===== src/rtl/picobello_mcast_unroller.sv =====
// Multicast-to-unicast expander: walks every X/Y coordinate combination left
// don't-care by the mask and issues one back-pressured unicast beat per destination.
module picobello_mcast_unroller #(
  parameter int unsigned AddrWidth    = 48,
  parameter int unsigned XOffset      = 20,
  parameter int unsigned XLen         = 3,
  parameter int unsigned YOffset      = 18,
  parameter int unsigned YLen         = 2,
  parameter int unsigned PayloadWidth = 8,
  localparam int unsigned IdxWidth    = XLen + YLen + 1
) (
  input  logic                    clk_i,
  input  logic                    rst_ni,
  input  logic                    in_valid_i,
  output logic                    in_ready_o,
  input  logic [AddrWidth-1:0]    in_addr_i,
  input  logic [AddrWidth-1:0]    in_mask_i,
  input  logic [PayloadWidth-1:0] in_payload_i,
  output logic                    out_valid_o,
  input  logic                    out_ready_i,
  output logic [AddrWidth-1:0]    out_addr_o,
  output logic [PayloadWidth-1:0] out_payload_o,
  output logic                    out_last_o,
  output logic [IdxWidth-1:0]     out_idx_o,
  output logic                    busy_o
);

  // Handshakes: a transfer happens on a rising edge where valid && ready; once
  // out_valid_o rises it stays high, with all out_* fields stable, until taken.

  function automatic logic [AddrWidth-1:0] field_mask();
    logic [AddrWidth-1:0] f;
    f = '0;
    for (int unsigned i = 0; i < AddrWidth; i++) begin
      if ((i >= XOffset && i < XOffset + XLen) || (i >= YOffset && i < YOffset + YLen)) begin
        f[i] = 1'b1;
      end
    end
    return f;
  endfunction

  localparam logic [AddrWidth-1:0] FieldMask = field_mask();

  typedef enum logic {
    IDLE,
    ISSUE
  } state_e;

  state_e                  state_q;
  logic [AddrWidth-1:0]    base_q;
  logic [AddrWidth-1:0]    mask_q;
  logic [AddrWidth-1:0]    cur_q;
  logic [AddrWidth-1:0]    cur_d;
  logic [IdxWidth-1:0]     idx_q;
  logic [PayloadWidth-1:0] payload_q;
  logic [AddrWidth-1:0]    in_mask_eff;
  logic                    issuing;
  logic                    last_beat;
  logic                    out_hs;
  logic                    accept;

  assign in_mask_eff = in_mask_i & FieldMask;
  assign issuing     = (state_q == ISSUE);
  assign last_beat   = issuing && (cur_q == mask_q);
  assign out_hs      = issuing && out_ready_i;
  assign in_ready_o  = !issuing || (out_hs && last_beat);
  assign accept      = in_valid_i && in_ready_o;

  // Forcing the non-mask bits to one makes the +1 carry ripple straight across
  // them, so only the don't-care bits count upward.
  assign cur_d = ((cur_q | ~mask_q) + AddrWidth'(1)) & mask_q;

  always_ff @(posedge clk_i or negedge rst_ni) begin
    if (!rst_ni) begin
      state_q   <= IDLE;
      base_q    <= '0;
      mask_q    <= '0;
      cur_q     <= '0;
      idx_q     <= '0;
      payload_q <= '0;
    end else if (accept) begin
      state_q   <= ISSUE;
      base_q    <= in_addr_i & ~in_mask_eff;
      mask_q    <= in_mask_eff;
      cur_q     <= '0;
      idx_q     <= '0;
      payload_q <= in_payload_i;
    end else if (out_hs) begin
      if (last_beat) begin
        state_q <= IDLE;
      end else begin
        cur_q <= cur_d;
        idx_q <= idx_q + IdxWidth'(1);
      end
    end
  end

  assign out_valid_o   = issuing;
  assign busy_o        = issuing;
  assign out_addr_o    = base_q | cur_q;
  assign out_payload_o = payload_q;
  assign out_last_o    = last_beat;
  assign out_idx_o     = idx_q;

endmodule


===== config.mk =====
export PLATFORM = sky130hd
export DESIGN_NAME = picobello_mcast_unroller
export DESIGN_NICKNAME = d
export VERILOG_FILES = /design/src/rtl/picobello_mcast_unroller.sv
export SDC_FILE = /design/constraint.sdc
export NUM_CORES = 1
export LEC_CHECK = 0
export CORE_MARGIN = 1.5
export CORE_UTILIZATION = 40
export DETAILED_ROUTE_END_ITERATION = 10
export HOLD_SLACK_MARGIN = 0.08
export PLACE_DENSITY_LB_ADDON = 0.1
export SLEW_MARGIN = 20
export SYNTH_ARGS = -nofsm -noshare
export SYNTH_HDL_FRONTEND = slang
export SYNTH_SLANG_ARGS = --single-unit

===== constraint.sdc =====
create_clock -name clk_i -period 2.6 [get_ports clk_i]
set_input_delay 0.65 -clock clk_i [delete_from_list [all_inputs] [get_ports clk_i]]
set_output_delay 0.65 -clock clk_i [all_outputs]
set_load 0.02 [all_outputs]

After elaboration in Yosys (flattened, before gate mapping):

Index checks and enable logic that the tools add are counted.

* bits of input ports: 108
* flip-flop bits (word level): 116
* bits in read-only memories: 0
* output and inout bits: 66
* bits in writable memories: 0
* latch bits: 0
* memories kept: 0

* shifts and indexed selects: 0
* add/sub/neg operators: 2
* multipliers: 0
* div/mod/pow operators: 0
* $lt $le $gt $ge: 0
* reductions and logical operators: 10
* bitwise logic cells: 6
* equality and inequality tests: 2
* muxes and demuxes: 9

Operators by type and width (number)
* 48-bit two-way mux: 3
* 23-bit inverter with 48-bit output: 2
* 48-bit OR: 2
* 48-bit by 1-bit adder with 48-bit output (second input constant): 1
* 48-bit by 23-bit bitwise AND with 48-bit output: 1
* 48-bit bitwise AND: 1
* 48-bit by 23-bit == test with 1-bit output: 1
* 6-bit two-way mux: 3
* 6-bit by 1-bit adder with 6-bit output (second input constant): 1
* 1-bit logical AND: 4
* 2-bit AND reduction: 2
* 2-bit nonzero test: 2
* 1-bit two-way mux: 3
* 2-bit by 1-bit != test with 1-bit output (second input constant): 1
* 1-bit zero test: 1
* 1-bit logical OR: 1

Logic depth before layout (Yosys ltp):

* depth after elaboration: 7
* mapped depth: 8
* depth with buffers taken out: 8

Worst setup path after synthesis:

Ideal clock, no wire load.

* path kind: register to output
* start: reg cur_q[22]
* end: out out_last_o
* data arrival time: 1.499 ns
* buffers on the path: 1
* cell stages (with the launch flop): 7
* slack: 0.451 ns
* path through: dfrtp_1 > inv_1 > ha_1 > nand3_1 > nor2_1 > buf_2 > and2_1

* word-level cells in the longest chain between the ends: 2

Ends and longest elaborated chain
* start: declaration: RTL line 52 `logic [AddrWidth-1:0] cur_q;`
* start signal: assignment: RTL line 92 `cur_q <= cur_d;`
* 48-bit by 23-bit == test with 1-bit output: RTL line 64 `assign last_beat = issuing && (cur_q == mask_q);`
* 1-bit logical AND: RTL line 64
* end: declaration: RTL line 23 `output logic out_last_o,`

No other way between the ends.

Worst setup path after layout:

* start: reg cur_q[21]
* end: out in_ready_o

* word-level cells in the longest chain between the ends: 4

Ends and longest elaborated chain
* 48-bit by 23-bit == test with 1-bit output: RTL line 64
* 1-bit logical AND: RTL line 64
* 1-bit logical AND: RTL line 66 `assign in_ready_o = !issuing || (out_hs && last_beat);`
* 1-bit logical OR: RTL line 66
* end: declaration: RTL line 15 `output logic in_ready_o,`

No other way between the ends.

==> results.json <==
{
  "status": "complete, no violations",
  "synth_top_cell_by_area": "dfrtp_1",
  "p_int_mw": 4.19,
  "cts_hold_buf": 0,
  "io_buffers": 130,
  "drive_gt1_share_pct": 26.6,
  "die_h_microns": 101,
  "max_cap_violations": 0,
  "critPathKind": "flop to output pin",
  "synthTopCellsByArea": "dfrtp_1 (48%), mux2_4 (24%), buf_4 (8.6%)",
  "rsz0062_at_grt": "false",
  "power.switching_mw": 2.23,
  "hold_path_class": "input port to async pin",
  "grt_use_total_pct": 15.7,
  "crit_fanout": 4,
  "post_drt_wl_per_cell_microns": 15.1,
  "avgSynthCellArea_sq_um": 13.9,
  "fin_tns_setup_ps": 0,
  "synth_top_area_share_pct": 47.8,
  "powerDensity_mw_per_mm2": 1250,
  "crit_chain": "inv_1, ha_1, nand2_1, o31ai_4, clkbuf_2",
  "cts_root_buffer": "clkbuf_8",
  "ioPinCount": 174,
  "swShare_pct": 34.7,
  "start_util_pct": 41.4,
  "die-area_sq_mm": 0.0102,
  "setup_ws_ps": 250,
  "crit_slowest_cell": "dfrtp_1",
  "avgViaCountPerCell": 4.58,
  "cp_data_arrival_time_ps": 1700,
  "synth-edff-count": 0,
  "synth_cell_types": 40,
  "skew_ps": 12.8,
  "die_w_microns": 101,
  "via_count": 2314,
  "crit_buf_inv": 2,
  "grt_pass1_vias": 2416,
  "grt-ovfl-total": 0,
  "finalSetupViolations": 0,
  "synth_common_cells": "dfrtp_1 (73), mux2_4 (60), buf_4 (44)",
  "cts_made_buffers": 9,
  "place.gp.congestion": 0.737,
  "rrSetupSlack_ps": 400,
  "place_ws_ps": -185,
  "drc_errors": 0,
  "syn-num-nets": 390,
  "start_kind": "flop",
  "dp_hpwl_mm": 5.35,
  "slew_viol_final": 0,
  "cts.sinks": 73,
  "leakage_nw": 2.24,
  "p_clk_share_pct": 15.5,
  "syn_inst": 275,
  "synth_most_common_cell": "dfrtp_1",
  "worst_setup_path_end_kind": "output pin",
  "diodes": 0,
  "max_freq_mhz": 426,
  "ant_nets": 0,
  "synthArstFlopShare_pct": 100,
  "seq_area_frac_synth_pct": 47.8,
  "grt_pass1_wl_mm": 12.1,
  "p_seq_share_pct": 31.3,
  "irDropWorstVdd_uv": 519,
  "fin_crit_ps": 2350,
  "finalHoldViolCount": 0,
  "cts_tree": "yes",
  "cp.required_ps": 1950,
  "core_sq_mm": 0.00924,
  "finalCritPeriodShare_pct": 90.4,
  "power_frac_comb_pct": 53.1,
  "ys.warnings.count": 0,
  "syn_area_sq_mm": 0.00382,
  "antenna_found_initial": 0,
  "nets": 486,
  "cts_buffer_depth": 2,
  "critical_path.top_delay_family": "flip-flops",
  "ys.flop_type": "dfrtp_1",
  "synth_seq_cells": 73,
  "slowest_delay_ps": 390,
  "fp-row-count": 35,
  "tightest_slew_ps": 680,
  "clk_pin_slew_ps": 90,
  "relSlewSlack_pct": 54.7,
  "clock_latency_ps": 350,
  "ctsHtreeMaxLevel": 3,
  "grt_max_degree": 38,
  "routed_wl_mm": 7.62,
  "area_growth_pct": 33.8,
  "dr.first_iter.drc_count": 40,
  "drtPass1Iterations": 4
}
==> cell families (layout without fill, tap and decap cells) <==
| family | count (synthesis) | after routing | share of synthesized area, % |
|---|---|---|---|
| flops | 73 | 73 | 47.8 |
| buf+inv | 65 | 166 | 14.0 |
| mux | 61 | 61 | 23.8 |
| simple gates | 40 | 40 | 5.92 |
| compound gates | 26 | 26 | 5.50 |
| fa+ha+maj | 7 | 7 | 2.29 |
| xor+xnor | 3 | 3 | 0.687 |
==> layout by cell type (no fill, tap or decap), types with 2 or more instances in the layout <==
master             n
a22o_1             6
a311o_1            2
and2_1             3
and3_1             2
buf_12             3
buf_4             10
bufinv_16          2
clkbuf_2           2
clkbuf_8           9
clkdlybuf4s50_1  127
dfrtp_1           73
ha_1               7
inv_1              7
mux2_4            60
nand2_1           10
nand3_1            4
nor2_1             2
nor2b_1            5
nor4b_1            2
o21ai_0            5
o22ai_1            4
o2bb2ai_1          2
or2_2              5
xnor2_1            2
==> what timing repair did <==
| action | CTS | global route |
|---|---|---|
| buffers inserted | 0 | 0 |
| hold endpoints to repair | 0 | 0 |
| setup endpoints to repair | 2 | 2 |
| gates cloned | 0 | 0 |
| gates resized for setup | 2 | 4 |
==> metal layers <==
metal  routed length (microns)  global-route usage, %  vias up
li1                          -                      -     1099
met1                      3550                   20.6     1124
met2                      3430                   24.2       80
met3                       523                   4.72       11
met4                       118                   6.50        0
met5                         0                      0        -
==> flip-flops by register name, summed over array words and instances, names as in the netlist <==
register,flops
cur_q,5
mask_q,5
out_idx_o,6
busy_o,1
out_payload_o,8
base_q,48
==> stage by stage <==
step / cells / hold slack (ps) / cell area (sq um) / utilization (%) / power [mW]
detailed placement: 489 / 490 / 4910 / 53.1 / 5.47
global placement: 489 / 487 / 4910 / 53.1 / 5.44
floorplan: 275 / 354 / 3820 / - / 4.59
global route: 505 / 269 / 5120 / 55.4 / 6.81
CTS: 505 / 253 / 5120 / 55.5 / 6.51
finish: 505 / 254 / 5120 / 55.4 / 6.42
==> worst reg2reg max path: cells and delay by family (launching register included) <==
family                     cells  cell delay, ps
AOI/OAI and AO/OA              1             280
DFF                            1             390
adders and majority gates      1             290
buffers and inverters          3             440
muxes                          1             370
and+or+nand+nor                2             340
==> power by group through the flow <==
stage               Sequential, mW  Combinational [mW]  Clock [mW]
floorplan                     2.07                2.52           0
global placement              2.01                3.43           0
detailed placement            2.03                3.45           0
CTS                           2.02                3.46        1.04
global route                  2.09                3.64        1.09
finish                        2.01                3.41       0.996
==> layout make-up <==
type,count,area (sq um)
Tap cell,129,161
Clock buffer,10,128
Multi-Input combinational cell,137,1460
Timing Repair Buffer,142,1420
Inverter,8,32.5
Fill cell,801,4120
Sequential cell,73,1830
Clock inverter,6,90.1
==> final timing paths <==
path                            cells after the start                      endpoint                   start
max in group asynchronous                           2      out_idx_o[0]$_DFFE_PN0P_                  rst_ni
worst max-delay path                                5                    in_ready_o   cur_q[21]$_DFFE_PN0P_
worst min register to register                      1        base_q[18]$_DFFE_PN0N_  base_q[18]$_DFFE_PN0N_
worst min-delay path                                1        base_q[10]$_DFFE_PN0N_                  rst_ni
min in group clk_i                                  1        base_q[18]$_DFFE_PN0N_  base_q[18]$_DFFE_PN0N_
worst max register to register                      8  out_payload_o[1]$_DFFE_PN0N_   cur_q[21]$_DFFE_PN0P_
Note: power is estimated with default switching activity, not from simulation.
